File: src/rtl/nibble_serial_adder_if.sv
// nibble_serial_adder_if
//  Operand/result bundle for nibble_serial_adder.
//  master : operand source / result consumer (drives start, a, b, c_in)
//  slave  : the adder (drives ready, done, sum, c_out and, when
//           NSA_OVF_EN is defined, ovf)
//  Signals:
//   start  request, accepted on a clock edge where ready=1
//   a, b   WIDTH-bit operands, sampled on the accept edge
//   c_in   initial carry, sampled on the accept edge
//   ready  adder idle and able to accept
//   done   one-cycle pulse, sum/c_out hold a new result
//   sum    result register
//   c_out  carry out of the MSB nibble
//   ovf    signed overflow (NSA_OVF_EN only)
interface nibble_serial_adder_if #(
  parameter int WIDTH = 16
);
  logic             start;
  logic [WIDTH-1:0] a;
  logic [WIDTH-1:0] b;
  logic             c_in;
  logic             ready;
  logic             done;
  logic [WIDTH-1:0] sum;
  logic             c_out;
`ifdef NSA_OVF_EN
  logic             ovf;
`endif

  modport master (
    output start, a, b, c_in,
    input  ready, done, sum, c_out
`ifdef NSA_OVF_EN
    , input ovf
`endif
  );

  modport slave (
    input  start, a, b, c_in,
    output ready, done, sum, c_out
`ifdef NSA_OVF_EN
    , output ovf
`endif
  );
endinterface

File: src/rtl/nibble_serial_adder.sv
// nibble_serial_adder
//  Adds two WIDTH-bit operands one nibble per clock, LSB nibble first,
//  through a single 4-bit add stage with a registered carry between nibbles.
//  Handshake: start accepted when ready=1; done pulses for one cycle when
//  sum/c_out have been loaded with the new result.
//  Optional macro NSA_OVF_EN adds a signed-overflow output (bus.ovf).
//  Ports:
//   clk    system clock, rising edge
//   rst_n  asynchronous active-low reset
//   bus    nibble_serial_adder_if.slave (start/a/b/c_in in,
//          ready/done/sum/c_out[/ovf] out)
module nibble_serial_adder #(
  parameter int WIDTH = 16
) (
  input  logic                  clk,
  input  logic                  rst_n,
  nibble_serial_adder_if.slave  bus
);

  localparam int NIB   = WIDTH / 4;
  localparam int CNT_W = (NIB > 1) ? $clog2(NIB) : 1;

  typedef enum logic [1:0] {IDLE, RUN, DONE} state_t;

  state_t           state_reg, state_next;
  logic [WIDTH-1:0] a_sh_reg, b_sh_reg, acc_reg, sum_reg;
  logic             carry_reg, c_out_reg;
  logic [CNT_W-1:0] cnt_reg;
  logic [4:0]       nib_sum;
  logic [WIDTH-1:0] acc_next;
  logic             last_nib;
`ifdef NSA_OVF_EN
  logic             a_msb_reg, b_msb_reg, ovf_reg;
`endif

  // 4-bit add stage, 5 bits wide so bit 4 is the nibble carry out.
  assign nib_sum  = {1'b0, a_sh_reg[3:0]} + {1'b0, b_sh_reg[3:0]} + {4'b0, carry_reg};
  assign last_nib = (cnt_reg == CNT_W'(NIB - 1));

  // New nibble enters at the top; after NIB steps the LSB nibble is at the bottom.
  generate
    if (WIDTH == 4) begin : g_acc_single
      assign acc_next = nib_sum[3:0];
    end else begin : g_acc_shift
      assign acc_next = {nib_sum[3:0], acc_reg[WIDTH-1:4]};
    end
  endgenerate

  always_ff @(posedge clk or negedge rst_n) begin
    if (!rst_n) begin
      state_reg <= IDLE;
    end else begin
      state_reg <= state_next;
    end
  end

  always_comb begin
    state_next = state_reg;
    case (state_reg)
      IDLE:    if (bus.start) state_next = RUN;
      RUN:     if (last_nib)  state_next = DONE;
      DONE:    state_next = IDLE;
      default: state_next = IDLE;
    endcase
  end

  always_ff @(posedge clk or negedge rst_n) begin
    if (!rst_n) begin
      a_sh_reg  <= '0;
      b_sh_reg  <= '0;
      acc_reg   <= '0;
      carry_reg <= 1'b0;
      cnt_reg   <= '0;
      sum_reg   <= '0;
      c_out_reg <= 1'b0;
`ifdef NSA_OVF_EN
      a_msb_reg <= 1'b0;
      b_msb_reg <= 1'b0;
      ovf_reg   <= 1'b0;
`endif
    end else begin
      case (state_reg)
        IDLE: begin
          if (bus.start) begin
            a_sh_reg  <= bus.a;
            b_sh_reg  <= bus.b;
            carry_reg <= bus.c_in;
            cnt_reg   <= '0;
`ifdef NSA_OVF_EN
            a_msb_reg <= bus.a[WIDTH-1];
            b_msb_reg <= bus.b[WIDTH-1];
`endif
          end
        end
        RUN: begin
          acc_reg   <= acc_next;
          a_sh_reg  <= a_sh_reg >> 4;
          b_sh_reg  <= b_sh_reg >> 4;
          carry_reg <= nib_sum[4];
          cnt_reg   <= cnt_reg + 1'b1;
          // Result registers move only here, so partial sums never show.
          if (last_nib) begin
            sum_reg   <= acc_next;
            c_out_reg <= nib_sum[4];
`ifdef NSA_OVF_EN
            ovf_reg   <= (a_msb_reg == b_msb_reg) && (acc_next[WIDTH-1] != a_msb_reg);
`endif
          end
        end
        default: ;
      endcase
    end
  end

  assign bus.ready = (state_reg == IDLE);
  assign bus.done  = (state_reg == DONE);
  assign bus.sum   = sum_reg;
  assign bus.c_out = c_out_reg;
`ifdef NSA_OVF_EN
  assign bus.ovf   = ovf_reg;
`endif

endmodule

File: src/flat_wrapper.sv
// flat-port wrapper written by rule: the top's interface ports become plain ports
module nibble_serial_adder_flat 
#(
  parameter int WIDTH = 16
)
  (clk, rst_n, bus_start, bus_a, bus_b, bus_c_in, bus_ready, bus_done, bus_sum, bus_c_out);
  nibble_serial_adder_if #(.WIDTH(WIDTH)) bus_i ();
  input  logic clk;
  input  logic rst_n;
  input wire logic [$bits(bus_i.start)-1:0] bus_start;
  input wire logic [$bits(bus_i.a)-1:0] bus_a;
  input wire logic [$bits(bus_i.b)-1:0] bus_b;
  input wire logic [$bits(bus_i.c_in)-1:0] bus_c_in;
  output wire logic [$bits(bus_i.ready)-1:0] bus_ready;
  output wire logic [$bits(bus_i.done)-1:0] bus_done;
  output wire logic [$bits(bus_i.sum)-1:0] bus_sum;
  output wire logic [$bits(bus_i.c_out)-1:0] bus_c_out;
  assign bus_i.start = bus_start;
  assign bus_i.a = bus_a;
  assign bus_i.b = bus_b;
  assign bus_i.c_in = bus_c_in;
  assign bus_ready = bus_i.ready;
  assign bus_done = bus_i.done;
  assign bus_sum = bus_i.sum;
  assign bus_c_out = bus_i.c_out;
  nibble_serial_adder #(.WIDTH(WIDTH)) u_core (.clk(clk), .rst_n(rst_n), .bus(bus_i));
endmodule
File: config.mk
export PLATFORM = sky130hd
export DESIGN_NAME = nibble_serial_adder_flat
export DESIGN_NICKNAME = d
export VERILOG_FILES = /design/src/rtl/nibble_serial_adder_if.sv /design/src/rtl/nibble_serial_adder.sv /design/src/flat_wrapper.sv
export SDC_FILE = /design/constraint.sdc
export NUM_CORES = 1
export LEC_CHECK = 0
export ABC_AREA = 1
export ABC_CLOCK_PERIOD_IN_PS = 1700
export CAP_MARGIN = 5
export CORE_MARGIN = 4
export CORE_UTILIZATION = 46
export DETAILED_ROUTE_END_ITERATION = 8
export PLACE_DENSITY_LB_ADDON = 0.1
export SLEW_MARGIN = 15
export SYNTH_ARGS = -nofsm -noshare
export SYNTH_HDL_FRONTEND = slang
export SYNTH_SLANG_ARGS = --single-unit
File: constraint.sdc
create_clock -name clk -period 1.7 [get_ports clk]
set_input_delay 0.17 -clock clk [delete_from_list [all_inputs] [get_ports clk]]
set_output_delay 0.17 -clock clk [all_outputs]
set_load 0.005 [all_outputs]
# Word level (Yosys, flattened, before mapping)
# Index checks and enable logic that the tools add are counted.
# classes
eq_ne,5
n_reduce_logical,5
mux,11
addsub,3
# op_table
cell,count
$pmux 16 s2,2
$mux 16,2
$pmux 2 s2,2
$mux 2,3
$reduce_and 2->1,3
$add 4x4->5,1
$add 5x1->5,1
$eq 2x2->1 const B,2
$add 2x1->2 const B,1
$eq 2x1->1 const B,1
$logic_not 2->1,1
$ne 2x1->1 const B,1
$ne 2x2->1 const B,1
$pmux 1 s2,1
$reduce_bool 2->1,1
$mux 1,1
# word_totals
elab_cells,32
regBits,70
out_inout_bits,19

# Depth between registers and ports, before layout
# Gate-level depths: netlist (run 1).
# logic_depth
depth_word,3
mapped_depth,7

# Worst setup path after synthesis (run 1)
# No wires, ideal clock.
# synth_path
path_type,reg2reg
startpoint,register u_core.carry_reg
endpoint,register u_core.carry_reg
synth_period_minus_slack_ns,1.665
arrival_time_ns,1.542
n_path_buf,0
path_stages_with_launch,7
setup_ns,0.123
slack_ns,0.035
cell_sequence,dfrtp_1 > fa_1 > fa_1 > nand3_1 > nand2_1 > o21ai_0 > nand2_1
# synth_between
elab_chain_len,2
# synth_lines
item,line,source
from (decl),nibble_serial_adder.sv:27,"logic carry_reg, c_out_reg;"
from (signal assigned),nibble_serial_adder.sv:87,carry_reg <= bus.c_in;
from (signal assigned),nibble_serial_adder.sv:99,carry_reg <= nib_sum[4];
$add 5x1->5,nibble_serial_adder.sv:37,"assign nib_sum = {1'b0, a_sh_reg[3:0]} + {1'b0, b_sh_reg[3:0]} + {4'b0, carry_reg};"
$pmux 1 s2,nibble_serial_adder.sv:82,case (state_reg)
# Every way passes these cells.
# A chain may end at the register's enable or synchronous reset.

# Final worst setup path (run 1)
# Same ends and word-level chain as after synthesis.

==> reports/qor.yml, run 1 <==
job:
  max_cap_violations: 0
logic_synthesis:
  synth_seq_cells: 66
  synth_warnings: 0
  ys_types: 23
  synth_simple_gate_area_share: 0.193
  synthAdderAreaFrac: 0.0314
  synth_area_per_cell_sq_um: 9.08
  synth_top_family_by_area: "simple AND/OR/NAND/NOR gates"
  syn_nets: 358
  netlist_area_sq_um: 2870
  synthCells: 316
  yosys-mux-area-fraction: 0
  synthXorXnorAreaFrac: 0.00305
  synth-compound-area-share: 0.125
  ys_seq_area_frac: 0.576
drt:
  vias: 2232
  wirelength_mm: 6.04
  ant_nets: 0
  post_drt_via_cell_ratio: 4.91
  wl_per_cell_um: 13.3
  drc: 0
  drtPass1Iterations: 4
  drtIter0Drc: 126
place:
  dpl.hpwl_mm: 3.98
  place_congestion: 0.799
  placed_area_sq_um: 3480
  portBuffers: 54
  post-place-ws_ns: -0.0611
  dpl.cell_count: 436
power:
  internal_power_mw: 4.32
  p_seq_frac: 0.381
  p_per_area_nw_per_um2: 1840
  p_leak_nw: 1.80
  ir_drop_uv: 1090
  switching_share: 0.373
  finalPower_mw: 6.89
  p_switching_mw: 2.57
  power_frac_clock: 0.188
  p_comb_frac: 0.432
sta:
  finalSetupViolCount: 0
  max_slew_margin: 0.751
  worst_slack_ns: 0.0544
  fmax_ghz: 0.608
  fin_crit_ns: 1.65
  hold_viol: 0
  whs_ns: 0.385
  fin_tns_setup_ns: 0
  drv_slew: 0
  fin_skew_ns: 0.00539
  worstMarginPinSlew_ns: 0.372
  post-route-period-util: 0.968
floorplan:
  die_width_um: 87.0
  dieArea_sq_um: 7560
  die_h_um: 87.0
  start_util: 0.479
  num_rows: 28
  pin_count: 55
  core-area_sq_um: 5990
clock_tree:
  insertion_delay_ns: 0.33
  cts_tree: "yes"
  cts_sinks: 66
  cts_buffers: 9
  clockBufferDepth: 2
  clkTransAtPathRegs_ns: 0.06
  htree_levels: 3
  cts-root-buf: "clkbuf_8"
global_routing:
  grtUsageTotal: 0.179
  grt_pass1_vias: 2262
  grt_max_degree: 67
  antenna_found_initial: 0
  grt_pass1_wl_mm: 10.5
  grt-ovfl-total: 0
critical_path:
  cp_slowest_cell: "fa_2"
  crit_chain: "fa_2 > fa_2 > nand3_2 > nand2_1 > o21ai_1 > nand2_1"
  start_kind: "flip-flop"
  cp.required_ns: 1.92
  arrival_ns: 1.86
  endpoint_kind: "flip-flop"
  slowest_delay_ns: 0.41
  crit_type: "reg -> reg"
  cp_max_fo: 2
layout:
  final_area_sq_um: 3750
  fin_cells: 455
  final_util: 0.625
  area_delta_synth_final_pct: 30.6
  num-nets-final: 419
  drive_gt1_frac: 0.103
  n_antenna_cell: 0
outcome:
  status: "finished clean"
hold_path:
  hold_path.class: "in -> async"
cell families (layout without fill, tap and decap cells):
kind of cell,Yosys count,count (layout)
and+or+nand+nor,135,135
DFF,66,66
AOI/OAI and AO/OA,63,63
buffers and inverters,45,109
adders and majority gates,6,6
xor gates and xnor gates,1,1
final cells by class:
class | count | area [sq um]
Fill cell | 534 | 2240
Sequential cell | 66 | 1650
Multi-Input combinational cell | 205 | 1030
Timing Repair Buffer | 66 | 668
Clock buffer | 11 | 151
Inverter | 29 | 111
Tap cell | 75 | 93.8
Clock inverter | 3 | 40.0
critical path: cells and delay by family (launching register included):
family / cells / cell delay [ns]
adder cells (fa/ha/maj): 2 / 0.80
AO/OA/AOI/OAI: 1 / 0.13
flip-flops: 1 / 0.40
AND/OR/NAND/NOR: 3 / 0.20
per-layer routing:
layer  vias up  global-route usage  wire, um  part of all wire
li1       1140                   -         -                 -
met2        51               0.276      2750              0.45
met5         -                   0         0                 0
met3         8              0.0369       283             0.047
met1      1033               0.245      2910              0.48
met4         0              0.0765       101             0.017
power by group through the flow:
stage               Clock [mW]  Sequential [mW]  Combinational, mW
floorplan                    0             2.56               1.92
finish                    1.29             2.62               2.97
global placement             0             2.64               2.77
CTS                       1.32             2.64               2.85
global route              1.39             2.71               3.44
detailed placement           0             2.66               2.82
layout by cell type (no fill, tap or decap), drive strengths merged:
master and instances:
nand2 97, dfrtp 66, clkdlybuf4s50 52, o21ai 45, inv 29, nand3 24
nor2 14, buf 12, clkbuf 11, o211ai 8, a22oi 6, ha 4
a21oi 3, fa 2, clkinv 2, xor2 1, a22o 1, bufinv 1
dlygate4sd3 1, dlymetal6s2s 1
worst paths after layout:
check                                              start                               to  slack, ns  cells past startpoint
hold / removal                                     rst_n    u_core.bus.sum[4]$_DFFE_PN0P_       0.38                      3
setup / recovery            u_core.carry_reg$_DFFE_PN0P_     u_core.carry_reg$_DFFE_PN0P_       0.05                      6
hold reg to reg            u_core.acc_reg[4]$_DFFE_PN0P_    u_core.bus.sum[0]$_DFFE_PN0P_       0.47                      2
max in group asynchronous                          rst_n  u_core.state_reg[0]$_DFFE_PN0P_       1.03                      3
setup reg to reg            u_core.carry_reg$_DFFE_PN0P_     u_core.carry_reg$_DFFE_PN0P_       0.05                      6
min in group clk                               bus_b[14]  u_core.b_sh_reg[14]$_DFFE_PN0P_       0.40                      3
synth_stat cells:
cell type	n	area share
nand2_4	2	0.0078
clkbuf_1	2	0.0026
inv_4	1	0.0022
fa_1	2	0.014
xor2_1	1	0.0031
a21oi_1	3	0.0052
buf_2	10	0.017
inv_1	26	0.034
ha_1	4	0.017
a22o_1	1	0.0031
dfrtp_1	66	0.58
nand3_1	24	0.042
a22oi_1	6	0.016
nand2_1	95	0.12
buf_4	2	0.0052
o211ai_1	8	0.021
o21ai_0	32	0.056
nor2_2	1	0.0022
o21ai_1	12	0.021
o21ai_2	1	0.0031
buf_6	2	0.0078
nor2_1	13	0.017
inv_2	2	0.0026
repair_timing:
| item | 4_1_cts | 5_1_grt |
|---|---|---|
| resized for setup | 3 | 7 |
| endpoints found under the setup margin | 5 | 5 |
| endpoints found under the hold margin | 66 | 0 |
| hold buffers | 1 | 0 |
| setup buffers | 0 | 4 |
Power figures use the tool's default switching activity.
==> inputs of run 2 (changes only) <==
- ABC_CLOCK_PERIOD_IN_PS: 1700 -> 1400
- clock period: 1.7 -> 1.4 ns (I/O delays scaled with it)
==> reports/qor.yml, run 2 (synthesized netlist as in run 1, its figures left out) <==
sta:
  fmax_ghz: 0.618  # was 0.608 GHz
  hold_viol: 0  # unchanged
  fin_tns_setup_ns: -1.15  # was 0 ns
  rsz0062_at_grt: "true"
  worst_slack_ns: -0.218  # was 0.0544 ns
  drv_slew: 0  # unchanged
  worstMarginPinSlew_ns: 0.380  # was 0.372 ns
  finalSetupViolCount: 8  # was 0
  fin_skew_ns: 0.00706  # was 0.00539 ns
  fin_crit_ns: 1.62  # was 1.65 ns
  max_slew_margin: 0.747  # was 0.751
  post-route-period-util: 1.16  # was 0.968
critical_path:
  endpoint_kind: "flip-flop"  # unchanged
  cp.required_ns: 1.66  # was 1.92 ns
  cp_slowest_cell: "fa_2"  # unchanged
  slowest_delay_ns: 0.41  # about the same
  crit_type: "reg -> reg"  # unchanged
  start_kind: "flip-flop"  # unchanged
  cp_max_fo: 2  # unchanged
  crit_chain: "fa_2 > fa_2 > xor2_1 > nand2_1 > o21ai_1"  # was fa_2 > fa_2 > nand3_2 > nand2_1 > o21ai_1 > nand2_1
  crit_top_cell: "fa_2"
  arrival_ns: 1.87  # was 1.86 ns
layout:
  drive_gt1_frac: 0.179  # was 0.103
  num-nets-final: 439  # was 419
  final_util: 0.688  # was 0.625
  mostFrequentLayoutCell: "nand2_1"  # unchanged
  area_delta_synth_final_pct: 43.7  # was 30.6%
  n_antenna_cell: 0  # unchanged
  final_area_sq_um: 4120  # was 3750 sq um
  final_cell_mix: "nand2_1, dfrtp_1, clkdlybuf4s50_1, inv_1, o21ai_0"  # was nand2_1, dfrtp_1, clkdlybuf4s50_1, o21ai_0, inv_1
clock_tree:
  cts_sinks: 66  # unchanged
  clkTransAtPathRegs_ns: 0.07  # was 0.06 ns
  cts-root-buf: "clkbuf_8"  # unchanged
  htree_levels: 3  # unchanged
  clockBufferDepth: 2  # unchanged
  insertion_delay_ns: 0.33  # about the same
  cts_buffers: 9  # unchanged
  cts_tree: "yes"  # unchanged
drt:
  wl_per_cell_um: 14.3  # was 13.3 um
  post_drt_via_cell_ratio: 5.01  # was 4.91
  ant_nets: 0  # unchanged
  drtIter0Drc: 79  # was 126
  drtPass1Iterations: 6  # was 4
  vias: 2391  # was 2,232
  drc: 0  # unchanged
  wirelength_mm: 6.84  # was 6.04 mm
floorplan:
  die_width_um: 87.0  # unchanged
  core-area_sq_um: 5990  # unchanged
  start_util: 0.479  # unchanged
  pin_count: 55  # unchanged
  dieArea_sq_um: 7560  # unchanged
  die_h_um: 87.0  # unchanged
  num_rows: 28  # unchanged
place:
  place_congestion: 0.856  # was 0.799
  placed_area_sq_um: 3570  # was 3480 sq um
  dpl.hpwl_mm: 4.14  # was 3.98 mm
  portBuffers: 54  # unchanged
global_routing:
  grt_max_degree: 52  # was 67
  grt-ovfl-total: 0  # unchanged
  grt_pass1_vias: 2295  # was 2,262
  antenna_found_initial: 0  # unchanged
  grt_pass1_wl_mm: 10.6  # was 10.5 mm
  grtUsageTotal: 0.182  # was 0.179
job:
  max_cap_violations: 0  # unchanged
outcome:
  violations: "setup timing"
  status: "complete, but fails checks"  # was finished clean
hold_path:
  hold_path.class: "in -> async"  # unchanged
power:
  p_leak_nw: 1.95  # was 1.80 nW
  p_per_area_nw_per_um2: 2380  # was 1840 nW/um^2
  ir_drop_uv: 1460  # was 1090 uV
[run 2: cell count changes in the layout (fill, tap and decap cells not counted), moves of 4 or more]
cell	delta
buf_6	+5
buf_4	+8
o21ai_0	-5
a22oi_1	-4
clkbuf_16	+4
a22oi_2	+4
[run 2: final cells by class]
| class | count | area (sq um) |
|---|---|---|
| Clock inverter | 4 | 72.6 |
| Clock buffer | 12 | 165 |
| Tap cell | 75 | 93.8 |
| Sequential cell | 66 | 1650 |
| Timing Repair Buffer | 86 | 922 |
| Inverter | 29 | 126 |
| Multi-Input combinational cell | 205 | 1090 |
| Fill cell | 479 | 1870 |
[run 2: stage by stage]
step / total power [mW] / std cells / setup slack [ns] / hold WS (ns)
finish: 9.82 / 477 / -0.218 / 0.257
global route: 10.6 / 477 / -0.287 / 0.280
CTS: 9.04 / 465 / -0.228 / 0.249
detailed placement: 6.93 / 445 / -0.268 / 0.0815
global placement: 6.82 / 445 / -0.204 / 0.0802
floorplan: 5.50 / 316 / -0.158 / -0.156
[run 2: power breakdown]
group	internal [mW]	switching, mW	leakage [nW]
registers	2.74	0.467	0.841
clock network	1.15	0.720	0.119
logic	2.34	2.41	0.995
[run 2: timing repair]
action                     4_1_cts  5_1_grt
pin swaps                        1        9
gates cloned                     0        5
setup endpoints to repair        8       42
hold endpoints to repair        15        0
buffers inserted                 3        8
gates resized for setup         15       27
hold buffers                     1        0
[run 2: final timing paths]
check | from | endpoint | slack, ns | cells after the start
max | u_core.a_sh_reg[0]$_DFFE_PN0P_ | u_core.acc_reg[14]$_DFFE_PN0P_ | -0.22 | 5
min | rst_n | u_core.bus.sum[0]$_DFFE_PN0P_ | 0.26 | 2
max reg2reg | u_core.a_sh_reg[0]$_DFFE_PN0P_ | u_core.acc_reg[14]$_DFFE_PN0P_ | -0.22 | 5
min reg2reg | u_core.acc_reg[4]$_DFFE_PN0P_ | u_core.bus.sum[0]$_DFFE_PN0P_ | 0.48 | 2
max in group asynchronous | rst_n | u_core.state_reg[0]$_DFFE_PN0P_ | 0.55 | 3
min in group clk | bus_a[1] | u_core.a_sh_reg[1]$_DFFE_PN0P_ | 0.36 | 3
[run 2: worst max-delay path, delay by kind of cell, from the launching register on]
kind	cells	cell delay, ns
AO/OA/AOI/OAI	1	0.07
XOR/XNOR	1	0.22
adder cells (fa/ha/maj)	2	0.78
flip-flops	1	0.40
AND/OR/NAND/NOR	1	0.07
[run 2: layer usage]
metal  vias up  wire (um)  track usage
met5         -          0            0
met4         0         71       0.0765
met3         7        307       0.0407
met2        56       3400        0.295
met1      1138       3070        0.235
li1       1190          -            -
==> inputs of run 3 (changes only) <==
- ABC_CLOCK_PERIOD_IN_PS: 1400 -> default
==> results of run 3 <==
No change in the layout: final DEF, timing and power equal those of run 2.
